### config.mk
export PLATFORM = sky130hd
export DESIGN_NAME = dac_tx_framer
export DESIGN_NICKNAME = d
export VERILOG_FILES = /design/src/rtl/dac_tx_pkg.sv /design/src/rtl/tx_sample_fifo.sv /design/src/rtl/dac_tx_framer.sv
export SDC_FILE = /design/constraint.sdc
export NUM_CORES = 1
export LEC_CHECK = 0
export ABC_CLOCK_PERIOD_IN_PS = 10200
export CAP_MARGIN = 20
export CORE_ASPECT_RATIO = 1.75
export CORE_MARGIN = 3
export CORE_UTILIZATION = 50
export CTS_BUF_LIST = sky130_fd_sc_hd__clkbuf_4 sky130_fd_sc_hd__clkbuf_8
export DETAILED_ROUTE_END_ITERATION = 10
export HOLD_SLACK_MARGIN = 0.06
export PLACE_DENSITY = 0.69
export SKIP_CTS_REPAIR_TIMING = 1
export SYNTH_ARGS = -nofsm -noshare
export SYNTH_HDL_FRONTEND = slang
export SYNTH_SLANG_ARGS = --single-unit
### constraint.sdc
create_clock -name sys_clk -period 10.2 [get_ports sys_clk]
set_clock_uncertainty 0.15 [all_clocks]
set_input_delay 2.55 -clock sys_clk [delete_from_list [all_inputs] [get_ports sys_clk]]
set_output_delay 2.55 -clock sys_clk [all_outputs]
set_load 0.01 [all_outputs]
### src/rtl/dac_tx_pkg.sv
// Shared state encoding and DAC code constants for the transmit framer.
// Latency: n/a (declarations only).
// Backpressure: n/a.
package dac_tx_pkg;

  // Link bring-up sequence, in the order it is walked after enable rises.
  typedef enum logic [1:0] {
    ST_IDLE  = 2'd0,
    ST_TRAIN = 2'd1,
    ST_SYNC  = 2'd2,
    ST_RUN   = 2'd3
  } tx_state_e;

  // Offset-binary mid-scale: the DAC rests here whenever no real sample is sent.
  localparam logic [11:0] MIDSCALE = 12'h800;
  // Training words: alternating bit patterns on the rising/falling lanes.
  localparam logic [11:0] TRAIN_A  = 12'hAAA;
  localparam logic [11:0] TRAIN_B  = 12'h555;

endpackage

### src/rtl/tx_sample_fifo.sv
// Synchronous sample-pair FIFO with flush and occupancy count.
// Latency: a pushed entry is readable on dout_o from the cycle after the push.
// Backpressure: pushes while full are dropped (caller gates with full_o/count_o); pops while empty are ignored.
module tx_sample_fifo #(
  parameter int WIDTH = 24,
  parameter int DEPTH = 8,
  parameter int CNT_W = $clog2(DEPTH + 1)
) (
  input  logic             clk_i,
  input  logic             rst_n_i,
  input  logic             flush_i,
  input  logic             push_i,
  input  logic [WIDTH-1:0] din_i,
  input  logic             pop_i,
  output logic [WIDTH-1:0] dout_o,
  output logic             full_o,
  output logic             empty_o,
  output logic [CNT_W-1:0] count_o
);

  localparam int AW = (DEPTH > 1) ? $clog2(DEPTH) : 1;

  logic [WIDTH-1:0] mem_q [DEPTH];
  logic [AW-1:0]    wr_ptr_q, wr_ptr_d;
  logic [AW-1:0]    rd_ptr_q, rd_ptr_d;
  logic [CNT_W-1:0] cnt_q, cnt_d;
  logic             do_push, do_pop;

  assign full_o  = (cnt_q == CNT_W'(DEPTH));
  assign empty_o = (cnt_q == '0);
  assign count_o = cnt_q;
  assign dout_o  = mem_q[rd_ptr_q];

  // Full blocks a push even when a pop happens in the same cycle; flush wins over both.
  assign do_push = push_i && !full_o && !flush_i;
  assign do_pop  = pop_i && !empty_o && !flush_i;

  // Pointer and occupancy next-state; depth is a power of two so pointers wrap naturally.
  always_comb begin
    wr_ptr_d = wr_ptr_q;
    rd_ptr_d = rd_ptr_q;
    cnt_d    = cnt_q;
    if (flush_i) begin
      wr_ptr_d = '0;
      rd_ptr_d = '0;
      cnt_d    = '0;
    end else begin
      if (do_push) wr_ptr_d = wr_ptr_q + AW'(1);
      if (do_pop)  rd_ptr_d = rd_ptr_q + AW'(1);
      if (do_push && !do_pop)      cnt_d = cnt_q + CNT_W'(1);
      else if (do_pop && !do_push) cnt_d = cnt_q - CNT_W'(1);
    end
  end

  // Pointer and occupancy registers.
  always_ff @(posedge clk_i or negedge rst_n_i) begin
    if (!rst_n_i) begin
      wr_ptr_q <= '0;
      rd_ptr_q <= '0;
      cnt_q    <= '0;
    end else begin
      wr_ptr_q <= wr_ptr_d;
      rd_ptr_q <= rd_ptr_d;
      cnt_q    <= cnt_d;
    end
  end

  // Storage array; contents need no reset since occupancy guards every read.
  always_ff @(posedge clk_i) begin
    if (do_push) mem_q[wr_ptr_q] <= din_i;
  end

endmodule

### src/rtl/dac_tx_framer.sv
// DAC LVDS transmit framer: buffers sample pairs, runs idle/train/sync/run bring-up, drives ODDR lanes.
// Latency: pair pushed at edge N into an empty FIFO in RUN appears on dac_d1/dac_d2 after edge N+1.
// Backpressure: s_ready low in IDLE or when the FIFO holds FIFO_DEPTH pairs; an empty FIFO in RUN sends mid-scale and counts underflow.
module dac_tx_framer
  import dac_tx_pkg::*;
#(
  parameter int DATA_W       = 12,
  parameter int FIFO_DEPTH   = 8,
  parameter int TRAIN_CYCLES = 64,
  parameter int FRAME_PERIOD = 16
) (
  input  logic                sys_clk,
  input  logic                sys_rst_n,
  input  logic                enable,
  input  logic [2*DATA_W-1:0] s_data,
  input  logic                s_valid,
  output logic                s_ready,
  input  logic                clr_status,
  output logic [DATA_W-1:0]   dac_d1,
  output logic [DATA_W-1:0]   dac_d2,
  output logic                dac_frame,
  output logic                link_up,
  output logic                underflow,
  output logic [15:0]         underflow_cnt
);

  localparam int CNT_W = $clog2(FIFO_DEPTH + 1);

  localparam logic [DATA_W-1:0] MID_W = DATA_W'(MIDSCALE);
  localparam logic [DATA_W-1:0] TA_W  = DATA_W'(TRAIN_A);
  localparam logic [DATA_W-1:0] TB_W  = DATA_W'(TRAIN_B);

  tx_state_e           state_q, state_d;
  logic [15:0]         train_cnt_q, train_cnt_d;
  logic [15:0]         frame_cnt_q, frame_cnt_d;
  logic [DATA_W-1:0]   dac_d1_q, dac_d1_d;
  logic [DATA_W-1:0]   dac_d2_q, dac_d2_d;
  logic                frame_q, frame_d;
  logic                link_q, link_d;
  logic                uf_q, uf_d;
  logic [15:0]         uf_cnt_q, uf_cnt_d;
  logic                uf_ev;

  logic                fifo_push, fifo_pop, fifo_flush;
  logic                fifo_full, fifo_empty;
  logic [2*DATA_W-1:0] fifo_dout;
  logic [CNT_W-1:0]    fifo_cnt;

  // Ready comes straight from registered state and occupancy, so it never depends on s_valid.
  assign s_ready   = (state_q != ST_IDLE) && (fifo_cnt < CNT_W'(FIFO_DEPTH));
  assign fifo_push = s_valid && s_ready && !fifo_full;

  tx_sample_fifo #(
    .WIDTH (2*DATA_W),
    .DEPTH (FIFO_DEPTH),
    .CNT_W (CNT_W)
  ) u_fifo (
    .clk_i   (sys_clk),
    .rst_n_i (sys_rst_n),
    .flush_i (fifo_flush),
    .push_i  (fifo_push),
    .din_i   (s_data),
    .pop_i   (fifo_pop),
    .dout_o  (fifo_dout),
    .full_o  (fifo_full),
    .empty_o (fifo_empty),
    .count_o (fifo_cnt)
  );

  // Bring-up sequencing; lane values are decided for the state being entered so they register alongside it.
  always_comb begin
    state_d     = state_q;
    train_cnt_d = train_cnt_q;
    frame_cnt_d = frame_cnt_q;
    dac_d1_d    = MID_W;
    dac_d2_d    = MID_W;
    frame_d     = 1'b0;
    link_d      = 1'b0;
    fifo_pop    = 1'b0;
    fifo_flush  = 1'b0;
    uf_ev       = 1'b0;
    if (!enable) begin
      state_d    = ST_IDLE;
      fifo_flush = 1'b1;
    end else begin
      case (state_q)
        ST_IDLE: begin
          state_d     = ST_TRAIN;
          train_cnt_d = '0;
          dac_d1_d    = TA_W;
          dac_d2_d    = TB_W;
          frame_d     = 1'b1;
        end
        ST_TRAIN: begin
          if (train_cnt_q == 16'(TRAIN_CYCLES - 1)) begin
            state_d = ST_SYNC;
            frame_d = 1'b1;
          end else begin
            train_cnt_d = train_cnt_q + 16'd1;
            dac_d1_d    = TA_W;
            dac_d2_d    = TB_W;
            // Even training cycles carry the strobe, starting with the first.
            frame_d     = ~train_cnt_d[0];
          end
        end
        ST_SYNC, ST_RUN: begin
          state_d = ST_RUN;
          link_d  = 1'b1;
          if (state_q == ST_SYNC || frame_cnt_q == 16'(FRAME_PERIOD - 1)) frame_cnt_d = '0;
          else                                                            frame_cnt_d = frame_cnt_q + 16'd1;
          frame_d = (frame_cnt_d == '0);
          if (!fifo_empty) begin
            fifo_pop = 1'b1;
            dac_d1_d = fifo_dout[DATA_W-1:0];
            dac_d2_d = fifo_dout[2*DATA_W-1:DATA_W];
          end else begin
            uf_ev = 1'b1;
          end
        end
        default: state_d = ST_IDLE;
      endcase
    end
  end

  // Sticky underflow status; a clear coinciding with a new event leaves exactly that event recorded.
  always_comb begin
    uf_d     = uf_q;
    uf_cnt_d = uf_cnt_q;
    if (clr_status) begin
      uf_d     = uf_ev;
      uf_cnt_d = {15'd0, uf_ev};
    end else if (uf_ev) begin
      uf_d = 1'b1;
      if (uf_cnt_q != 16'hFFFF) uf_cnt_d = uf_cnt_q + 16'd1;
    end
  end

  // State, counters, lane and status registers.
  always_ff @(posedge sys_clk or negedge sys_rst_n) begin
    if (!sys_rst_n) begin
      state_q     <= ST_IDLE;
      train_cnt_q <= '0;
      frame_cnt_q <= '0;
      dac_d1_q    <= MID_W;
      dac_d2_q    <= MID_W;
      frame_q     <= 1'b0;
      link_q      <= 1'b0;
      uf_q        <= 1'b0;
      uf_cnt_q    <= '0;
    end else begin
      state_q     <= state_d;
      train_cnt_q <= train_cnt_d;
      frame_cnt_q <= frame_cnt_d;
      dac_d1_q    <= dac_d1_d;
      dac_d2_q    <= dac_d2_d;
      frame_q     <= frame_d;
      link_q      <= link_d;
      uf_q        <= uf_d;
      uf_cnt_q    <= uf_cnt_d;
    end
  end

  assign dac_d1        = dac_d1_q;
  assign dac_d2        = dac_d2_q;
  assign dac_frame     = frame_q;
  assign link_up       = link_q;
  assign underflow     = uf_q;
  assign underflow_cnt = uf_cnt_q;

endmodule

# Word-level counts from Yosys, hierarchy flattened
# Memories as Yosys holds them, arrays and structs flattened.
# Index checks and enable logic that the tools add are counted.
dict set report word_totals {
  reg_bits 87
  ramBits 192
  inputBits 29
  output_inout_bits 44
  elab_cells 100
  mem_count 1
}
# memory words width read_ports rd_clocked_by_memory_dff write_ports line_no
set memory_table {}
lappend memory_table {u_fifo.mem_q 8 24 1 0 1 tx_sample_fifo.sv:23} ;# logic [WIDTH-1:0] mem_q [DEPTH];
dict set report op_classes {
  n_addsub 7
  magnitude_cmp 1
  n_eq_ne 12
  n_mux 41
  bitwise_logic 1
  reduce_logical 25
}
# op n
set op_table {}
lappend op_table {{$mux W16} 7}
lappend op_table {{$pmux W12 S3} 2}
lappend op_table {{$mux W12} 5}
lappend op_table {{$add A16 B1 Y16 const B} 3}
lappend op_table {{$pmux W16 S2} 1}
lappend op_table {{$eq A16 B4 Y1 const B} 1}
lappend op_table {{$eq A16 B6 Y1 const B} 1}
lappend op_table {{$logic_not A16 Y1} 1}
lappend op_table {{$ne A16 B16 Y1 const B} 1}
lappend op_table {{$mux W1} 14}
lappend op_table {{$mux W3} 4}
lappend op_table {{$mux W4} 3}
lappend op_table {{$mux W10} 1}
lappend op_table {{$logic_and A1 B1 Y1} 9}
lappend op_table {{$reduce_bool A2 Y1} 4}
lappend op_table {{$add A3 B1 Y3 const B} 2}
lappend op_table {{$pmux W2 S3} 1}
lappend op_table {{$add A4 B1 Y4 const B} 1}
lappend op_table {{$eq A2 B2 Y1 const B} 2}
lappend op_table {{$eq A4 B4 Y1 const B} 1}
lappend op_table {{$logic_not A1 Y1} 4}
lappend op_table {{$logic_not A4 Y1} 1}
lappend op_table {{$lt A4 B4 Y1 const B} 1}
lappend op_table {{$mux W2} 2}
lappend op_table {{13 further kinds} 15}

# Depth between registers and ports, before layout
dict set report logic_depth {
  ltp_word 11
  depth_mapped 12
  mapped_depth_nobuf 10
}

# Modules after synthesis
# From an unflattened synthesis, not the netlist that was laid out.
dict set report hier_totals {
  cells_unflattened 781
  area_unflattened_um2 11913.9
}
# mod n_inst cells_per_inst area_per_inst_um2 seq_area_each_um2
set modules_own_cells {}
lappend modules_own_cells {tx_sample_fifo 1 352 7908.8 6015.8}
lappend modules_own_cells {dac_tx_framer 1 429 4005.1 1929.4}

# Least setup slack after synthesis
# OpenSTA, ideal clock, no wires.
dict set report synth_timing {
  kind {input-to-reg}
  startpoint {input port s_valid}
  endpoint {memory u_fifo.mem_q[0][0], enable pin}
  setup_time_ns 0.435
  arrival_time_ns 4.822
  required_time_ns 9.615
  slack_ns 4.793
  path_stages 4
  n_path_buf 1
  cell_sequence {and2_1 > clkbuf_1 > nand3b_1 > nor3_1}
}
dict set report synth_between {
  elab_chain_cells 6
}
# item line_no
set synth_lines {}
lappend synth_lines {{start: declaration} dac_tx_framer.sv:16} ;# input logic s_valid,
lappend synth_lines {{$logic_and A1 B1 Y1 (2 in series)} dac_tx_framer.sv:51} ;# assign fifo_push = s_valid && s_ready && !fifo_full;
lappend synth_lines {{$logic_and A1 B1 Y1 (2 in series)} tx_sample_fifo.sv:35} ;# assign do_push = push_i && !full_o && !flush_i;
lappend synth_lines {{$mux W1} tx_sample_fifo.sv:70} ;# if (do_push) mem_q[wr_ptr_q] <= din_i;
lappend synth_lines {{$mux W1 (implied by the code)} tx_sample_fifo.sv:70}
lappend synth_lines {{end: declaration} tx_sample_fifo.sv:23}
# No other way between the ends.

# Final worst setup path
dict set report layout_timing {
  startpoint {input port enable}
  endpoint {register u_fifo.cnt_q[3], in the netlist u_fifo.count_o[3]}
}
dict set report layout_between {
  elab_chain_cells 7
  elab_cells_between_ends 11
  cone_classes {1 x eq/ne; 3 x mux; 7 x reduce/logical}
}
# item line_no
set layout_lines {}
lappend layout_lines {{start: declaration} dac_tx_framer.sv:14} ;# input logic enable,
lappend layout_lines {{$mux W1} dac_tx_framer.sv:82} ;# if (!enable) begin
lappend layout_lines {{$logic_and A1 B1 Y1 (2 in series)} tx_sample_fifo.sv:36} ;# assign do_pop = pop_i && !empty_o && !flush_i;
lappend layout_lines {{$logic_not A1 Y1} tx_sample_fifo.sv:50} ;# if (do_push && !do_pop) cnt_d = cnt_q + CNT_W'(1);
lappend layout_lines {{$logic_and A1 B1 Y1} tx_sample_fifo.sv:50}
lappend layout_lines {{$mux W4} tx_sample_fifo.sv:50}
lappend layout_lines {{$mux W4} tx_sample_fifo.sv:43} ;# if (flush_i) begin
lappend layout_lines {{end signal: assignment} tx_sample_fifo.sv:64} ;# cnt_q <= cnt_d;
lappend layout_lines {{end: declaration} tx_sample_fifo.sv:26} ;# logic [CNT_W-1:0] cnt_q, cnt_d;
# Parallel ways exist; a longest one is shown, timed or not.
# A chain may end at the register's enable or synchronous reset.

==> results.py <==
metrics = {
    "floorplanning": {
        "std_cell_rows": 72,
        "ios": 73,
        "die_w_um": 121,
        "die-area_mm2": 0.0249,
        "core_area_mm2": 0.0223,
        "start_util_pct": 51.4,
        "die_h_um": 206,
    },
    "yosys": {
        "ys_seq_area_share_pct": 69.2,
        "synth_ff_type": "edfxtp_1",
        "yosysUniqueCellTypes": 58,
        "ys_async_sr_fraction_pct": 31.2,
        "yosys.area_share.adder_pct": 0.938,
        "synth_area_mm2": 0.0115,
        "synthXorXnorAreaFrac_pct": 2.82,
        "synth-simple-area-share_pct": 9.13,
        "yosys-top-cells-area": "edfxtp_1 (50%), dfrtp_1 (19%), mux4_2 (9.4%)",
        "synth_top_area_share_pct": 50.2,
        "syn_area_per_cell_um2": 15.7,
        "synth-seq-cells": 279,
        "synth_warnings": 0,
        "synthMuxAreaShare_pct": 11.9,
        "synth-edff-count": 192,
        "synth_nets": 768,
        "yosys.area.top_type": "edfxtp_1",
        "synth_compound_area_share_pct": 4.30,
        "synth_cells": 731,
        "synth_top_family_by_area": "multiplexers",
    },
    "power": {
        "power.density_mw_per_mm2": 165,
        "ir_worst_vdd_v": 0.000131,
        "power.total_mw": 2.20,
        "power.leakage_nw": 4.59,
    },
    "setup_path": {
        "crit_top_cell": "nand2_1",
        "slowest_delay_ns": 0.74,
        "reg2reg_slack_ns": 6.80,
        "worst_path_max_delay_cell": "clkdlybuf4s50_1",
        "endpoint_kind": "flop",
        "r2r_cells": 10,
        "worstPathCellList": "clkdlybuf4s50_1 > nand2_1 > clkinv_1 > nand2_1 > nand3_1 > ha_1 > a21o_1 > a21oi_1 > nand2_1 > a22oi_1 > a21boi_0",
        "worstSetupEndpoint": "u_fifo.count_o[3]$_DFFE_PN0P_",
        "rr_startpoint": "state_q[1]$_DFFE_PN0P_",
        "path_class": "primary input to flop",
        "startpoint_type": "primary input",
        "cp.arrival_ns": 6.11,
        "cp.required_ns": 10.48,
        "r2r_end": "u_fifo.count_o[3]$_DFFE_PN0P_",
        "path_max_fanout": 19,
        "cp-startpoint": "enable",
    },
    "clock_tree": {
        "cts_made_buffers": 41,
        "insertion_delay_ns": 0.55,
        "clk_pin_slew_ns": 0.07,
        "clockRootBuffer": "clkbuf_8",
        "cts_max_path_buffers": 3,
        "numClockSinks": 279,
        "tritoncts": "done",
        "htreeDepth": 2,
    },
    "sta": {
        "finalCritPeriodShare_pct": 57.1,
        "setup_viol": 0,
        "min_period_ns": 5.83,
        "hold_viol_final": 0,
        "fmax_mhz": 172,
        "rsz0062_at_grt": "false",
        "slew_violations": 0,
        "setup_tns_ns": 0,
        "relSlewSlack_pct": 36.8,
        "tightest_slew_ns": 0.946,
    },
    "route": {
        "viasPerCell": 5.73,
        "drtAntennaViolNets": 0,
        "drt-initial-drc-count": 358,
        "drc_errors": 0,
        "wl_per_cell_um": 20.4,
        "first_pass_iters": 5,
        "vias": 6561,
        "routed_wl_mm": 23.3,
    },
    "global_routing": {
        "grt_pass1_wl_mm": 37.3,
        "antenna_found_initial": 0,
        "grt_pass1_vias": 7068,
        "grt_overflow": 0,
        "grt_max_degree": 70,
        "grt_usage_pct": 19.5,
    },
    "place": {
        "port_buffers": 72,
        "place_congestion": 0.834,
        "placed_area_mm2": 0.0125,
        "post-dp-hpwl_mm": 14.3,
    },
    "finish": {
        "insertedDiodeCount": 0,
        "final_common_cell": "edfxtp_1",
        "fill_cells": 1778,
        "fin_nets": 854,
        "fin_area_mm2": 0.0133,
        "final_cell_mix": "edfxtp_1 (192), dfrtp_1 (83), clkdlybuf4s50_1 (71), nor2_1 (56), mux4_2 (48)",
        "drive_above_1_share_pct": 17.1,
        "area_growth_pct": 16.2,
    },
    "status": {
        "status": "completed",
    },
    "min_path": {
        "hold_class": "flop to flop",
    },
    "run": {
        "cap_viol_max_count": 0,
    },
}
## cell usage after synthesis (all sizes together), types with 3 or more instances
master  number
a21oi       12
a22o         3
a31oi        4
and2         6
and3         8
and4         6
buf         12
clkbuf      25
dfrtp       85
edfxtp     192
ha           7
inv         10
mux2         4
mux2i       24
mux4        48
nand2       37
nand2b       6
nand3       22
nand4       15
nor2        62
nor2b        7
nor3        11
nor4        10
o21ai       33
o22ai        3
o31ai        8
o41ai        3
or4          3
xnor2       21
xor2        16
## sequential cells by signal (all words and copies together) (netlist names)
signal	flops
dac_frame	1
dac_d2	12
u_fifo.rd_ptr_q	3
underflow_cnt	16
link_up	1
train_cnt_q	16
u_fifo.count_o	4
state_q	2
dac_d1	12
u_fifo.wr_ptr_q	3
underflow	1
frame_cnt_q	16
u_fifo.mem_q	192
## worst min-delay path by stage
stage / cells after the start / from / slack [ns] / end
3_5_place_dp: 2 / train_cnt_q[15]$_DFFE_PN0P_ / 0.38 / train_cnt_q[15]$_DFFE_PN0P_
2_1_floorplan: 2 / train_cnt_q[15]$_DFFE_PN0P_ / 0.35 / train_cnt_q[15]$_DFFE_PN0P_
4_1_cts: 2 / train_cnt_q[15]$_DFFE_PN0P_ / 0.40 / train_cnt_q[15]$_DFFE_PN0P_
6_report: 2 / train_cnt_q[15]$_DFFE_PN0P_ / 0.39 / train_cnt_q[15]$_DFFE_PN0P_
3_3_place_gp: 2 / train_cnt_q[15]$_DFFE_PN0P_ / 0.37 / train_cnt_q[15]$_DFFE_PN0P_
5_1_grt: 2 / train_cnt_q[15]$_DFFE_PN0P_ / 0.42 / train_cnt_q[15]$_DFFE_PN0P_
## cell type report
class,count,area (µm²),area share (%)
flip-flops and latches,279,7950,59.6
multi-input cells,404,3390,25.4
repair buffers,80,791,5.93
clock buffers,56,683,5.12
well taps,296,370,2.78
clock inverters,19,110,0.826
inverters,11,41.3,0.310
## worst max-delay path, delay by kind of cell
family,cells,cell delay (ns)
simple gates,4,1.45
compound gates,4,0.68
fa+ha+maj,1,0.34
buf+inv,2,1.08
## metrics by stage
| step | utilization [%] | cells | setup WS (ns) | hold slack [ns] |
|---|---|---|---|---|
| floorplan | - | 731 | 4.79 | 0.350 |
| global placement | 56.0 | 1068 | 3.97 | 0.371 |
| detailed placement | 56.1 | 1069 | 3.81 | 0.379 |
| CTS | 59.6 | 1144 | 4.37 | 0.396 |
| global route | 59.7 | 1145 | 3.94 | 0.418 |
| finish | 59.7 | 1145 | 4.37 | 0.392 |
## power by group
group	total [mW]	switching [mW]	internal, mW	leakage, nW
clock network	0.873	0.412	0.462	0.426
logic	0.0858	0.0500	0.0358	1.27
registers	1.24	0.00954	1.23	2.90
total	2.20	0.471	1.73	4.59
## metal layers
metal	global-route usage (%)	part of all wire [%]
met2	36.3	55
met3	3.59	3.9
met1	21.9	38
met4	7.66	3.2
met5	0	0
## cell families after synthesis
kind of cell,Yosys count
DFF,279
and+or+nand+nor,205
AOI/OAI and AO/OA,78
muxes,76
buffers and inverters,48
xor gates and xnor gates,37
adders and majority gates,8
Power figures use the tool's default switching activity.
